File: src/rtl/apb4_master_bridge.sv
// APB4 initiator: one valid/ready request -> SETUP/ACCESS, response 3 cycles after accept plus PREADY waits.
// One transfer in flight; request stalls outside IDLE; optional ACCESS timeout under APB4_MASTER_TIMEOUT_EN.
module apb4_master_bridge #(
   parameter int ADDR_WIDTH     = 32,
   parameter int DATA_WIDTH     = 32,
   parameter int TIMEOUT_CYCLES = 256
) (
   input  logic                    clk_i,
   input  logic                    rst_i,
   input  logic                    req_valid_i,
   output logic                    req_ready_o,
   input  logic                    req_write_i,
   input  logic [ADDR_WIDTH-1:0]   req_addr_i,
   input  logic [DATA_WIDTH-1:0]   req_wdata_i,
   input  logic [DATA_WIDTH/8-1:0] req_wstrb_i,
   input  logic [2:0]              req_prot_i,
   output logic                    rsp_valid_o,
   input  logic                    rsp_ready_i,
   output logic [DATA_WIDTH-1:0]   rsp_rdata_o,
   output logic                    rsp_err_o,
   output logic [ADDR_WIDTH-1:0]   paddr_o,
   output logic [2:0]              pprot_o,
   output logic                    psel_o,
   output logic                    penable_o,
   output logic                    pwrite_o,
   output logic [DATA_WIDTH-1:0]   pwdata_o,
   output logic [DATA_WIDTH/8-1:0] pstrb_o,
   input  logic                    pready_i,
   input  logic [DATA_WIDTH-1:0]   prdata_i,
   input  logic                    pslverr_i
);

   localparam int STRB_W = DATA_WIDTH / 8;

   if (!(DATA_WIDTH == 8 || DATA_WIDTH == 16 || DATA_WIDTH == 32)) begin : g_bad_data_width
      $error("apb4_master_bridge: DATA_WIDTH must be 8, 16 or 32");
   end
   if (TIMEOUT_CYCLES < 1) begin : g_bad_timeout
      $error("apb4_master_bridge: TIMEOUT_CYCLES must be at least 1");
   end

   typedef enum logic [1:0] {
      IDLE   = 2'd0,
      SETUP  = 2'd1,
      ACCESS = 2'd2,
      RESP   = 2'd3
   } state_t;

   state_t                  state_q, state_d;
   logic [ADDR_WIDTH-1:0]   paddr_q, paddr_d;
   logic [2:0]              pprot_q, pprot_d;
   logic                    psel_q, psel_d;
   logic                    penable_q, penable_d;
   logic                    pwrite_q, pwrite_d;
   logic [DATA_WIDTH-1:0]   pwdata_q, pwdata_d;
   logic [STRB_W-1:0]       pstrb_q, pstrb_d;
   logic                    rsp_valid_q, rsp_valid_d;
   logic [DATA_WIDTH-1:0]   rsp_rdata_q, rsp_rdata_d;
   logic                    rsp_err_q, rsp_err_d;

`ifdef APB4_MASTER_TIMEOUT_EN
   localparam int CNT_W = $clog2(TIMEOUT_CYCLES + 1);
   logic [CNT_W-1:0]        tmo_q, tmo_d;
`endif

   always_comb begin
      state_d     = state_q;
      paddr_d     = paddr_q;
      pprot_d     = pprot_q;
      psel_d      = psel_q;
      penable_d   = penable_q;
      pwrite_d    = pwrite_q;
      pwdata_d    = pwdata_q;
      pstrb_d     = pstrb_q;
      rsp_valid_d = rsp_valid_q;
      rsp_rdata_d = rsp_rdata_q;
      rsp_err_d   = rsp_err_q;
`ifdef APB4_MASTER_TIMEOUT_EN
      tmo_d       = tmo_q;
`endif
      case (state_q)
         IDLE: begin
            if (req_valid_i) begin
               state_d   = SETUP;
               paddr_d   = req_addr_i;
               pprot_d   = req_prot_i;
               pwrite_d  = req_write_i;
               // Reads drive no write data and no strobes on the bus.
               pwdata_d  = req_write_i ? req_wdata_i : '0;
               pstrb_d   = req_write_i ? req_wstrb_i : '0;
               psel_d    = 1'b1;
               penable_d = 1'b0;
            end
         end
         SETUP: begin
            state_d   = ACCESS;
            penable_d = 1'b1;
`ifdef APB4_MASTER_TIMEOUT_EN
            tmo_d     = '0;
`endif
         end
         ACCESS: begin
            if (pready_i) begin
               state_d     = RESP;
               psel_d      = 1'b0;
               penable_d   = 1'b0;
               rsp_valid_d = 1'b1;
               rsp_err_d   = pslverr_i;
               rsp_rdata_d = (!pwrite_q && !pslverr_i) ? prdata_i : '0;
            end
`ifdef APB4_MASTER_TIMEOUT_EN
            else if (tmo_q == CNT_W'(TIMEOUT_CYCLES)) begin
               state_d     = RESP;
               psel_d      = 1'b0;
               penable_d   = 1'b0;
               rsp_valid_d = 1'b1;
               rsp_err_d   = 1'b1;
               rsp_rdata_d = '0;
            end else begin
               tmo_d = tmo_q + 1'b1;
            end
`endif
         end
         RESP: begin
            if (rsp_ready_i) begin
               state_d     = IDLE;
               rsp_valid_d = 1'b0;
            end
         end
         default: state_d = IDLE;
      endcase
   end

   always_ff @(posedge clk_i) begin
      if (rst_i) begin
         state_q     <= IDLE;
         paddr_q     <= '0;
         pprot_q     <= '0;
         psel_q      <= 1'b0;
         penable_q   <= 1'b0;
         pwrite_q    <= 1'b0;
         pwdata_q    <= '0;
         pstrb_q     <= '0;
         rsp_valid_q <= 1'b0;
         rsp_rdata_q <= '0;
         rsp_err_q   <= 1'b0;
`ifdef APB4_MASTER_TIMEOUT_EN
         tmo_q       <= '0;
`endif
      end else begin
         state_q     <= state_d;
         paddr_q     <= paddr_d;
         pprot_q     <= pprot_d;
         psel_q      <= psel_d;
         penable_q   <= penable_d;
         pwrite_q    <= pwrite_d;
         pwdata_q    <= pwdata_d;
         pstrb_q     <= pstrb_d;
         rsp_valid_q <= rsp_valid_d;
         rsp_rdata_q <= rsp_rdata_d;
         rsp_err_q   <= rsp_err_d;
`ifdef APB4_MASTER_TIMEOUT_EN
         tmo_q       <= tmo_d;
`endif
      end
   end

   assign req_ready_o = (state_q == IDLE) && !rst_i;
   assign rsp_valid_o = rsp_valid_q;
   assign rsp_rdata_o = rsp_rdata_q;
   assign rsp_err_o   = rsp_err_q;
   assign paddr_o     = paddr_q;
   assign pprot_o     = pprot_q;
   assign psel_o      = psel_q;
   assign penable_o   = penable_q;
   assign pwrite_o    = pwrite_q;
   assign pwdata_o    = pwdata_q;
   assign pstrb_o     = pstrb_q;

endmodule

File: config.mk
export PLATFORM = sky130hd
export DESIGN_NAME = apb4_master_bridge
export DESIGN_NICKNAME = d
export VERILOG_FILES = /design/src/rtl/apb4_master_bridge.sv
export SDC_FILE = /design/constraint.sdc
export NUM_CORES = 1
export LEC_CHECK = 0
export BUFFER_PORTS_ARGS = -buffer_cell sky130_fd_sc_hd__buf_2
export CAP_MARGIN = 20
export CORE_ASPECT_RATIO = 0.6
export CORE_MARGIN = 2
export CORE_UTILIZATION = 44
export DETAILED_ROUTE_END_ITERATION = 8
export PLACE_DENSITY = 0.79
export SETUP_SLACK_MARGIN = 0.3
export SLEW_MARGIN = 30
export SYNTH_ARGS = -nofsm -noshare
export SYNTH_HDL_FRONTEND = slang
export SYNTH_SLANG_ARGS = --single-unit
File: constraint.sdc
create_clock -name clk_i -period 1.65 [get_ports clk_i]
set_input_delay 0.2475 -clock clk_i [delete_from_list [all_inputs] [get_ports clk_i]]
set_output_delay 0.2475 -clock clk_i [all_outputs]
set_load 0.05 [all_outputs]
==> summary.txt <==
Run status
  – Status: completed

Clock tree
  – Clk root buf: clkbuf_16
  – CTS H-tree lvls: 3
  – CTS buffer count: 9
  – CTS sink count: 110
  – Clock-pin transition on the worst setup and hold timing paths: 0.08 ns
  – Clock Latency Late Sink: 0.33 ns
  – Hold buffers post-CTS: 0
  – CTS tree: built
  – Clock Path Buffers: 2

Synth
  – Top FF cell, synth: dfxtp_1
  – Async set-reset flop share out of synthesis: 0%
  – Cell variety after synth: 29
  – Syn Inst Count: 471
  – Number of flops mapped to enable cells by yosys: 0
  – Yosys warnings: 0
  – Post-synthesis area per instance: 8.52 um2
  – Yosys reg bits: 110
  – Post-Syn Area: 4010 um2
  – Fraction of the yosys area taken by sequential cells: 54.9%
  – Post-synth net total: 588

Finish
  – Register Area: 2210 um2
  – Share of layout cells above drive strength 1: 61.4%
  – Fin nets: 822
  – Fill cell count: 477
  – Cell Count, Final, Fillers Out: 822
  – Area delta synth->final: 79.0%
  – Ant diodes: 0
  – Area of the multi-input gates: 2550 um2

Power
  – Net Switching: 4.66 mW
  – Reg power frac: 28.5%
  – Maximum vdd drop: 1.16 mV
  – P per Cell Area: 1590 nW/um2
  – Comb pwr share: 49.4%
  – Leak: 3.17 nW
  – Clock power frac: 22.0%
  – Final Power: 11.5 mW
  – P_int: 6.79 mW
  – Net Sw Frac: 40.7%

Placement
  – Placed cell count: 771
  – Place WS: 0.197 ns
  – Port Buffer Count: 218
  – RD Place Congestion: 0.884
  – Detail Placement HPWL: 7.97 mm

Timing
  – Final max-slew violation count: 0
  – Period utilization: 99.0%
  – Fmax: 612 MHz
  – Worst Skew: 0.0106 ns
  – Tmin final: 1.63 ns
  – Setup violators final: 0
  – RSZ-0062 raised after global routing: yes
  – Hold WS: 0.145 ns
  – Setup ws final: 0.0160 ns
  – Pin slew with the least headroom to its limit: 1.33 ns
  – Max_slew headroom: 11.3%
  – Final hold vios: 0

Min path
  – Worst hold path type: in2reg

Setup path
  – Crit path cell chain: inv_8 -> ha_4 -> buf_6 -> nor2b_4 -> o41ai_1
  – Buf+Inv Stages, Crit Path: 2
  – Slowest stage cell, crit path: o41ai_1
  – Arr. time, crit path: 1.81 ns
  – Worst path max stage delay: 0.54 ns
  – Worst Path Required: 1.82 ns
  – Crit Path Category: reg2reg
  – CP top delay family: compound AO/OA/AOI/OAI gates
  – Worst setup SP type: flip-flop
  – Critical Path Fanout Max: 5
  – Crit end category: flip-flop

Floorplanning
  – Die Ht: 78.0 um
  – Die width: 127 um
  – Core area: 8690 um2
  – Starting Density: 46.2%
  – FP Rows: 26
  – IO Pins: 219
  – Total die area: 9920 um2

Route
  – Via density: 5.62
  – Detailed Route Iter0 Violations: 356
  – 1st-pass router iterations: 4
  – Final antenna-violating net count: 0
  – Via count: 4,619
  – Total wire length: 16.7 mm
  – Routed len/inst: 20.4 um
  – DRC Markers: 0

Global routing
  – Largest net degree at the start of global routing: 56
  – First-pass GRT wire length: 20.3 mm
  – Vias in the first global route: 4,099
  – Initial antenna violation count: 0
  – Overflow after GRT: 0
  – Gr usage total: 25.3%

Run
  – Max-cap violations: 0
==> layout make-up <==
type | instances | area share [%]
Clock buffer | 10 | 3.33
Clock inverter | 6 | 1.62
Inverter | 3 | 0.296
Multi-Input combinational cell | 322 | 35.5
Sequential cell | 110 | 30.8
Tap cell | 112 | 1.95
Timing Repair Buffer | 259 | 26.5
==> cells by family (layout without fill, tap and decap cells) <==
family,Yosys count,after routing,synth area share [%]
buffers and inverters,41,278,5.24
multiplexers,1,1,0.250
AO/OA/AOI/OAI,114,114,16.9
flip-flops,110,110,54.9
AND/OR/NAND/NOR,198,200,20.5
adder cells (fa/ha/maj),7,7,2.18
==> routing by layer <==
layer | part of all wire, % | vias to the layer above | GRT usage, %
met3 | 7.8 | 41 | 5.52
met2 | 50 | 242 | 41.8
met5 | 0 | - | 0
met4 | 2.6 | 0 | 7.25
li1 | - | 2070 | -
met1 | 40 | 2266 | 33.5
==> state kept, by name, summed over array words and instances, names as in the netlist <==
register / flops
paddr_o: 32
pwdata_o: 32
rsp_rdata_o: 32
pstrb_o: 4
pprot_o: 3
state_q: 2
penable_o: 1
psel_o: 1
pwrite_o: 1
rsp_err_o: 1
rsp_valid_o: 1
==> path summary, 6_finish.rpt <==
| kind | start | to | slack, ns | depth (start not counted) |
|---|---|---|---|---|
| max | state_q[0] | penable_o | 0.02 | 5 |
| min | prdata_i[2] | rsp_rdata_o[2] | 0.15 | 3 |
| max reg2reg | state_q[0] | penable_o | 0.02 | 5 |
| min reg2reg | pwdata_o[4] | pwdata_o[4] | 0.45 | 2 |
==> timing repair <==
action | 4_1_cts | 5_1_grt
gates cloned | 7 | 18
pin swaps | 3 | 114
setup endpoints to repair | 75 | 109
resized for setup | 38 | 185
setup buffers | 5 | 5
==> cells in the final DEF, fill, tap and decap left out, types with 2 or more instances in the layout <==
cell and count:
ha_4 3, nand2_4 20, o21bai_1 2, ha_1 3
nor2_1 34, nand2_2 5, nand2_1 89, buf_6 5
clkinv_4 2, nand3_4 17, nand2_8 3, buf_8 4
buf_2 216, nand3_2 14, a21oi_2 50, bufinv_16 3
nand3_1 7, buf_16 7, clkbuf_16 21, dfxtp_1 107
a22oi_2 32, buf_12 8, a21oi_1 23, nor2b_4 4
buf_4 7, dfxtp_4 2
==> Yosys cell counts, drive strengths merged, types with 2 or more instances <==
library cell	instances	share of area [%]
nor2b	4	0.62
o21bai	2	0.37
a21oi	73	9.1
buf	23	3.6
nand2	116	11
dfxtp	110	55
a22oi	32	6.0
ha	7	2.2
nor2	34	3.2
clkbuf	15	1.4
nand3	38	4.7
inv	3	0.28
==> power by group through the flow <==
stage	Clock, mW	Sequential, mW	Combinational, mW
after floorplan	0	4.42	1.29
after detailed placement	0	3.30	3.22
after CTS	2.54	3.23	3.84
after global placement	0	3.27	3.17
after global routing	2.65	3.30	5.88
final	2.52	3.27	5.66
==> stage by stage <==
step / setup TNS (ns) / instance area (um2) / util, %
finish: 0 / 7180 / 82.7
global route: -0.0171 / 7180 / 82.7
CTS: 0 / 5950 / 68.6
detailed placement: 0 / 5200 / 59.9
global placement: 0 / 5200 / 59.9
floorplan: 0 / 4070 / -
==> worst min-delay path: stages <==
cell and delay [ns]:
buf_2 0.08, a22oi_2 0.05, nor2_1 0.07
Power figures use the tool's default switching activity.
